--- src/rtl/life_pkg.sv ---
// life_pkg: shared states and defaults for the Game of Life generation engine.
package life_pkg;
    localparam int DEF_ROWS   = 4;
    localparam int DEF_COLS   = 16;
    localparam int DEF_ADDR_W = 2;
    localparam int GEN_W      = 16;

    typedef enum logic [2:0] {
        IDLE, PRIME0, PRIME1, PRIME2, CAPTURE, WRITE, FETCH, DONE
    } state_t;
endpackage

--- src/rtl/life_row_next.sv ---
// life_row_next: B3/S23 next state of one row from its upper, own and lower rows, wrapping columns.
module life_row_next #(
    parameter int COLS = 16
) (
    input  logic [COLS-1:0] prev,
    input  logic [COLS-1:0] cur,
    input  logic [COLS-1:0] next,
    output logic [COLS-1:0] row_o
);
    for (genvar i = 0; i < COLS; i++) begin : g_cell
        localparam int L = (i + COLS - 1) % COLS;
        localparam int R = (i + 1) % COLS;
        logic [3:0] n;
        assign n = 4'(prev[L]) + 4'(prev[i]) + 4'(prev[R])
                 + 4'(cur[L])                + 4'(cur[R])
                 + 4'(next[L]) + 4'(next[i]) + 4'(next[R]);
        assign row_o[i] = (n == 4'd3) | (cur[i] & (n == 4'd2));
    end
endmodule

--- src/rtl/life_gen_engine.sv ---
// life_gen_engine: computes one toroidal Game of Life generation in place over the row memory per start.
module life_gen_engine import life_pkg::*; #(
    parameter int ROWS   = DEF_ROWS,
    parameter int COLS   = DEF_COLS,
    parameter int ADDR_W = DEF_ADDR_W
) (
    input  logic              clk,
    input  logic              rst_n,
    input  logic              start,
    output logic              busy,
    output logic              done,
    output logic [GEN_W-1:0]  gen_count,
    output logic [ADDR_W-1:0] array_selector,
    output logic              write_enb,
    output logic [COLS-1:0]   alive_in_selector,
    input  logic [COLS-1:0]   alive_out_selector
);
    localparam logic [ADDR_W-1:0] LAST   = ADDR_W'(ROWS - 1);
    localparam logic [ADDR_W-1:0] PENULT = ADDR_W'(ROWS - 2);

    state_t state_q, state_d;
    logic [ADDR_W-1:0] r_q, r_d;
    logic [COLS-1:0] prev_q, prev_d, cur_q, cur_d, next_q, next_d, row0_q, row0_d;
    logic [GEN_W-1:0] gen_q, gen_d;
    logic [COLS-1:0] row_nxt;

    life_row_next #(.COLS(COLS)) u_row (
        .prev (prev_q),
        .cur  (cur_q),
        .next (next_q),
        .row_o(row_nxt)
    );

    always_ff @(posedge clk or negedge rst_n) begin
        if (!rst_n) begin
            state_q <= IDLE;
            r_q     <= '0;
            prev_q  <= '0;
            cur_q   <= '0;
            next_q  <= '0;
            row0_q  <= '0;
            gen_q   <= '0;
        end else begin
            state_q <= state_d;
            r_q     <= r_d;
            prev_q  <= prev_d;
            cur_q   <= cur_d;
            next_q  <= next_d;
            row0_q  <= row0_d;
            gen_q   <= gen_d;
        end
    end

    always_comb begin
        state_d        = state_q;
        r_d            = r_q;
        prev_d         = prev_q;
        cur_d          = cur_q;
        next_d         = next_q;
        row0_d         = row0_q;
        gen_d          = gen_q;
        array_selector = '0;
        write_enb      = 1'b0;
        done           = 1'b0;
        case (state_q)
            IDLE:    state_d = start ? PRIME0 : IDLE;
            PRIME0: begin
                array_selector = LAST;
                state_d        = PRIME1;
            end
            PRIME1: begin
                prev_d  = alive_out_selector;
                state_d = PRIME2;
            end
            PRIME2: begin
                array_selector = ADDR_W'(1);
                cur_d          = alive_out_selector;
                row0_d         = alive_out_selector;
                state_d        = CAPTURE;
            end
            CAPTURE: begin
                next_d  = alive_out_selector;
                state_d = WRITE;
            end
            WRITE: begin
                write_enb      = 1'b1;
                array_selector = r_q;
                prev_d         = cur_q;
                cur_d          = next_q;
                if (r_q == LAST) begin
                    state_d = DONE;
                end else begin
                    r_d = r_q + 1'b1;
                    // row 0 already holds the new generation, so reuse the saved original
                    if (r_q == PENULT) next_d = row0_q;
                    else state_d = FETCH;
                end
            end
            FETCH: begin
                array_selector = r_q + 1'b1;
                state_d        = CAPTURE;
            end
            DONE: begin
                done    = 1'b1;
                gen_d   = gen_q + 1'b1;
                r_d     = '0;
                state_d = IDLE;
            end
        endcase
    end

    assign busy              = (state_q != IDLE);
    assign gen_count         = gen_q;
    assign alive_in_selector = write_enb ? row_nxt : '0;
endmodule
--- config.mk ---
export PLATFORM = sky130hd
export DESIGN_NAME = life_gen_engine
export DESIGN_NICKNAME = d
export VERILOG_FILES = /design/src/rtl/life_pkg.sv /design/src/rtl/life_row_next.sv /design/src/rtl/life_gen_engine.sv
export SDC_FILE = /design/constraint.sdc
export NUM_CORES = 1
export LEC_CHECK = 0
export ABC_CLOCK_PERIOD_IN_PS = 4200
export CAP_MARGIN = 15
export CELL_PAD_IN_SITES_DETAIL_PLACEMENT = 0
export CELL_PAD_IN_SITES_GLOBAL_PLACEMENT = 1
export CORE_MARGIN = 10
export CORE_UTILIZATION = 46
export DETAILED_ROUTE_END_ITERATION = 8
export GPL_ROUTABILITY_DRIVEN = 0
export HOLD_SLACK_MARGIN = 0.08
export PLACE_DENSITY = 0.87
export SYNTH_ARGS = -nofsm -noshare
export SYNTH_HDL_FRONTEND = slang
export SYNTH_SLANG_ARGS = --single-unit
export TNS_END_PERCENT = 10
--- constraint.sdc ---
create_clock -name clk -period 4.2 [get_ports clk]
set_input_delay 0.84 -clock clk [delete_from_list [all_inputs] [get_ports clk]]
set_output_delay 0.84 -clock clk [all_outputs]
set_load 0.05 [all_outputs]
==> results.txt <==
Cells with a size suffix above 1 make up 15.1% of the layout. Vias per cell: 5.28. Port buffering added 55 buffers.

Multiplexer fraction of the synthesized cell area: 2.89%. The die boundary width came out at 140 µm. CTS placed an instance of sky130_fd_sc_hd__clkbuf_16 at the clock tree root.

Measured against its own limit, the worst slew margin works out to 33.2%. The run gives 2 as the buffer depth of the longest clock path. The synthesized netlist net count came out at 825.

STA classifies the critical path startpoint as a register. The path depth of the worst reg2reg path is 6, and the worst setup slack after placement is -1.41 ps. The logs give 47.3% for the starting density of the core and -287 ps for the slack of the critical path. Data on the critical path is required at its endpoint by 3360 ps.

In this run, synthesis produced a sequential element count of 85. From synthesis to final layout, the design area changed by 24.3%. The tools report the number of placement rows as 43. Summing all non-filler instances in the final layout gives an area of 8220 µm². Number of antenna violations at the first check in global routing: 0. After synthesis, the largest family of logic cells by area is adder cells.

Dividing the detail-routed wire length by the instance count gives 15.5 µm. The first detailed-routing pass took 6 iterations. The final reports fail on setup timing. For this block, the via count after detailed routing is 4926. The height of the die was 140 µm; the sum of negative setup slack was -2300 ps.

A synthesized cell averages 9.58 µm². The first global-routing pass estimated 25100 µm of wire. The number of warnings issued by yosys was 0. The logs give 0 for the final routed DRC violation total and 6620 µm² for the mapped cell area. The total CTS buffers came out at 9. Kind of capture point of the worst setup path: an output pin. The synthesized netlist devotes 8.81% of its cell area to compound gates.

After Yosys synthesis, full adders, half adders and majority gates account for 29.0% of the synthesized area. Of all flip-flops after synthesis, the portion carrying an async set or reset was 100%. The HPWL after detailed placement was 10600 µm; the standard cell core area was 14000 µm².

Static timing analysis puts the maximum clock frequency at 0.223 GHz. The clock period minus worst slack was 4490 ps. The most used standard cell by instance count after synthesis was sky130_fd_sc_hd__inv_1. The area of the die was 19600 µm². The run gives 3 as the count of H-tree levels built during CTS. Of the available clock period, the critical path in the final layout requires 107%. The setup skew after layout was 7.28 ps; the area fraction in and, or, nand and nor cells after synthesis was 14.4%.

Setup violations remaining at the end of the flow were counted as 16. In the synthesized netlist, the cells that appear most often are sky130_fd_sc_hd__inv_1, sky130_fd_sc_hd__dfrtp_1, sky130_fd_sc_hd__nand2_1. The final layout contains routed wiring with a total length of 14500 µm. For the count of endpoints failing hold in the final timing report, the log shows 0.

TritonCTS built the clock tree. Of the total synthesized cell area, the portion taken by XOR and XNOR cells is 2.25%. Counting flops with a built-in enable in the synthesized netlist gives 0.

In this run the remaining antenna-violating nets after routing total 0. In this run the worst path has a maximum fanout of 2. Most frequently used flop master after synthesis: sky130_fd_sc_hd__dfrtp_1. Entering global routing, the biggest net connects 86 pins. Max capacitance violation total: 0. The count of pins on the block boundary is 56, and the layout net count is 882. Global routing used 15.1% of the available tracks. The top-area cell type share of the netlist area is 32.1%.

After synthesis, the cell types taking the most area are sky130_fd_sc_hd__dfrtp_1, sky130_fd_sc_hd__fa_1, sky130_fd_sc_hd__ha_1. The clock net in this run drives a total of 85 sinks. The synthesized design spends more area on one cell type than any other, namely sky130_fd_sc_hd__dfrtp_1. The sum of overflow across all layers after global routing is 0, and the sequential-to-total area share from yosys stat is 32.1%. The run gives 58.8% as the utilization after layout. Setup repair after global routing could not meet its margin everywhere. For the pin with the worst max-slew slack, the measured transition is 1000 ps.

For the number of global-route vias before repair, the log shows 5260. Classification of the worst setup path: reg -> out. The repair_antennas step left the layout with diodes totalling 0. The clock latency on the worst-skew pair was 330 ps; the number of instances in the synthesized netlist was 691.

Number of unique standard cell types used by synthesis: 40. The flow ran to the end, but the final reports show violations. Clock-pin slew was measured on the worst setup and hold paths at 60 ps. Once placement finished, the instance area stood at 7600 µm².

Data on the critical path arrives at its endpoint at 3650 ps. The number of DRC markers in iteration 0 was 251. The worst min-delay path class is in -> async. Max-slew violation count: 0.
worst max-delay path, stage by stage (launching register included):
cell and delay, ps:
sky130_fd_sc_hd__dfrtp_1 400, sky130_fd_sc_hd__ha_1 300, sky130_fd_sc_hd__inv_1 50, sky130_fd_sc_hd__fa_1 490, sky130_fd_sc_hd__fa_1 410, sky130_fd_sc_hd__inv_1 80
sky130_fd_sc_hd__fa_2 210, sky130_fd_sc_hd__inv_1 60, sky130_fd_sc_hd__fa_2 350, sky130_fd_sc_hd__a2111oi_2 290, sky130_fd_sc_hd__a21oi_1 90, sky130_fd_sc_hd__nor4_2 280
sky130_fd_sc_hd__bufbuf_16 310
layer usage:
| layer | track usage (%) | part of all wire (%) | routed length [µm] |
|---|---|---|---|
| met4 | 2.45 | 0.77 | 112 |
| met2 | 26.0 | 51 | 7420 |
| met5 | 0 | 0 | 0 |
| met1 | 18.7 | 43 | 6280 |
| met3 | 3.92 | 4.8 | 689 |
cells by family after synthesis:
group / count (synthesis)
mux: 17
simple gates: 201
compound gates: 81
flops: 85
xor+xnor: 17
buf+inv: 175
fa+ha+maj: 115
state kept, by name, summed over array words and instances, names as in the netlist:
signal     flops
prev_q        16
state_q        3
next_q        16
r_q            2
gen_count     16
cur_q         16
row0_q        16
metrics by stage:
stage	cells	hold WS, ps
after global placement	908	467
after floorplan	691	481
after CTS	930	506
after global routing	933	433
after detailed placement	908	488
final	933	420
cell usage in the layout (no fill, tap or decap), types with 4 or more instances in the layout:
cell | Yosys | layout
sky130_fd_sc_hd__inv_1 | 150 | 148
sky130_fd_sc_hd__nor4_2 | 0 | 6
sky130_fd_sc_hd__mux2_2 | 17 | 17
sky130_fd_sc_hd__buf_12 | 0 | 14
sky130_fd_sc_hd__a221o_1 | 14 | 14
sky130_fd_sc_hd__nor4_4 | 1 | 11
sky130_fd_sc_hd__ha_1 | 51 | 51
sky130_fd_sc_hd__buf_4 | 3 | 15
sky130_fd_sc_hd__a21oi_1 | 10 | 8
sky130_fd_sc_hd__clkbuf_16 | 0 | 10
sky130_fd_sc_hd__clkdlybuf4s50_1 | 0 | 37
sky130_fd_sc_hd__a31oi_1 | 25 | 25
sky130_fd_sc_hd__fa_2 | 0 | 12
sky130_fd_sc_hd__xor2_1 | 5 | 5
sky130_fd_sc_hd__o21ai_0 | 4 | 4
sky130_fd_sc_hd__nand3_1 | 7 | 7
sky130_fd_sc_hd__nor2_1 | 48 | 48
sky130_fd_sc_hd__dfrtp_1 | 85 | 85
sky130_fd_sc_hd__nor3_1 | 15 | 15
sky130_fd_sc_hd__a22oi_1 | 18 | 18
sky130_fd_sc_hd__nor2b_1 | 10 | 7
sky130_fd_sc_hd__xnor2_1 | 12 | 12
sky130_fd_sc_hd__a2111oi_2 | 0 | 4
sky130_fd_sc_hd__fa_1 | 64 | 52
sky130_fd_sc_hd__nand2_1 | 83 | 83
repair_timing:
| item | 4_1_cts | 5_1_grt |
|---|---|---|
| pin swaps | 16 | 13 |
| endpoints found under the setup margin | 16 | 16 |
| hold buffers | 0 | 0 |
| buffers inserted | 6 | 2 |
| gates resized for setup | 31 | 12 |
final timing paths:
kind	start	to	slack, ps
setup reg to reg	state_q[0]$_DFFE_PN0P_	cur_q[6]$_DFFE_PN0P_	990
hold / removal	rst_n	gen_count[12]$_DFFE_PN0P_	420
setup / recovery	prev_q[11]$_DFFE_PN0P_	alive_in_selector[12]	-290
hold reg to reg	row0_q[7]$_DFFE_PN0P_	row0_q[7]$_DFFE_PN0P_	510
min in group clk	row0_q[7]$_DFFE_PN0P_	row0_q[7]$_DFFE_PN0P_	510
max in group asynchronous	rst_n	prev_q[5]$_DFFE_PN0P_	3170
layout make-up:
type / instances / area, µm²
inverters: 151 / 567
flip-flops and latches: 85 / 2130
clock inverters: 6 / 111
well taps: 180 / 225
multi-input cells: 431 / 4080
repair buffers: 70 / 881
clock buffers: 10 / 229
fillers: 1201 / 5770
Power is not shown: default switching activity piles up to over one toggle a cycle in this logic, so the estimate is an artifact.
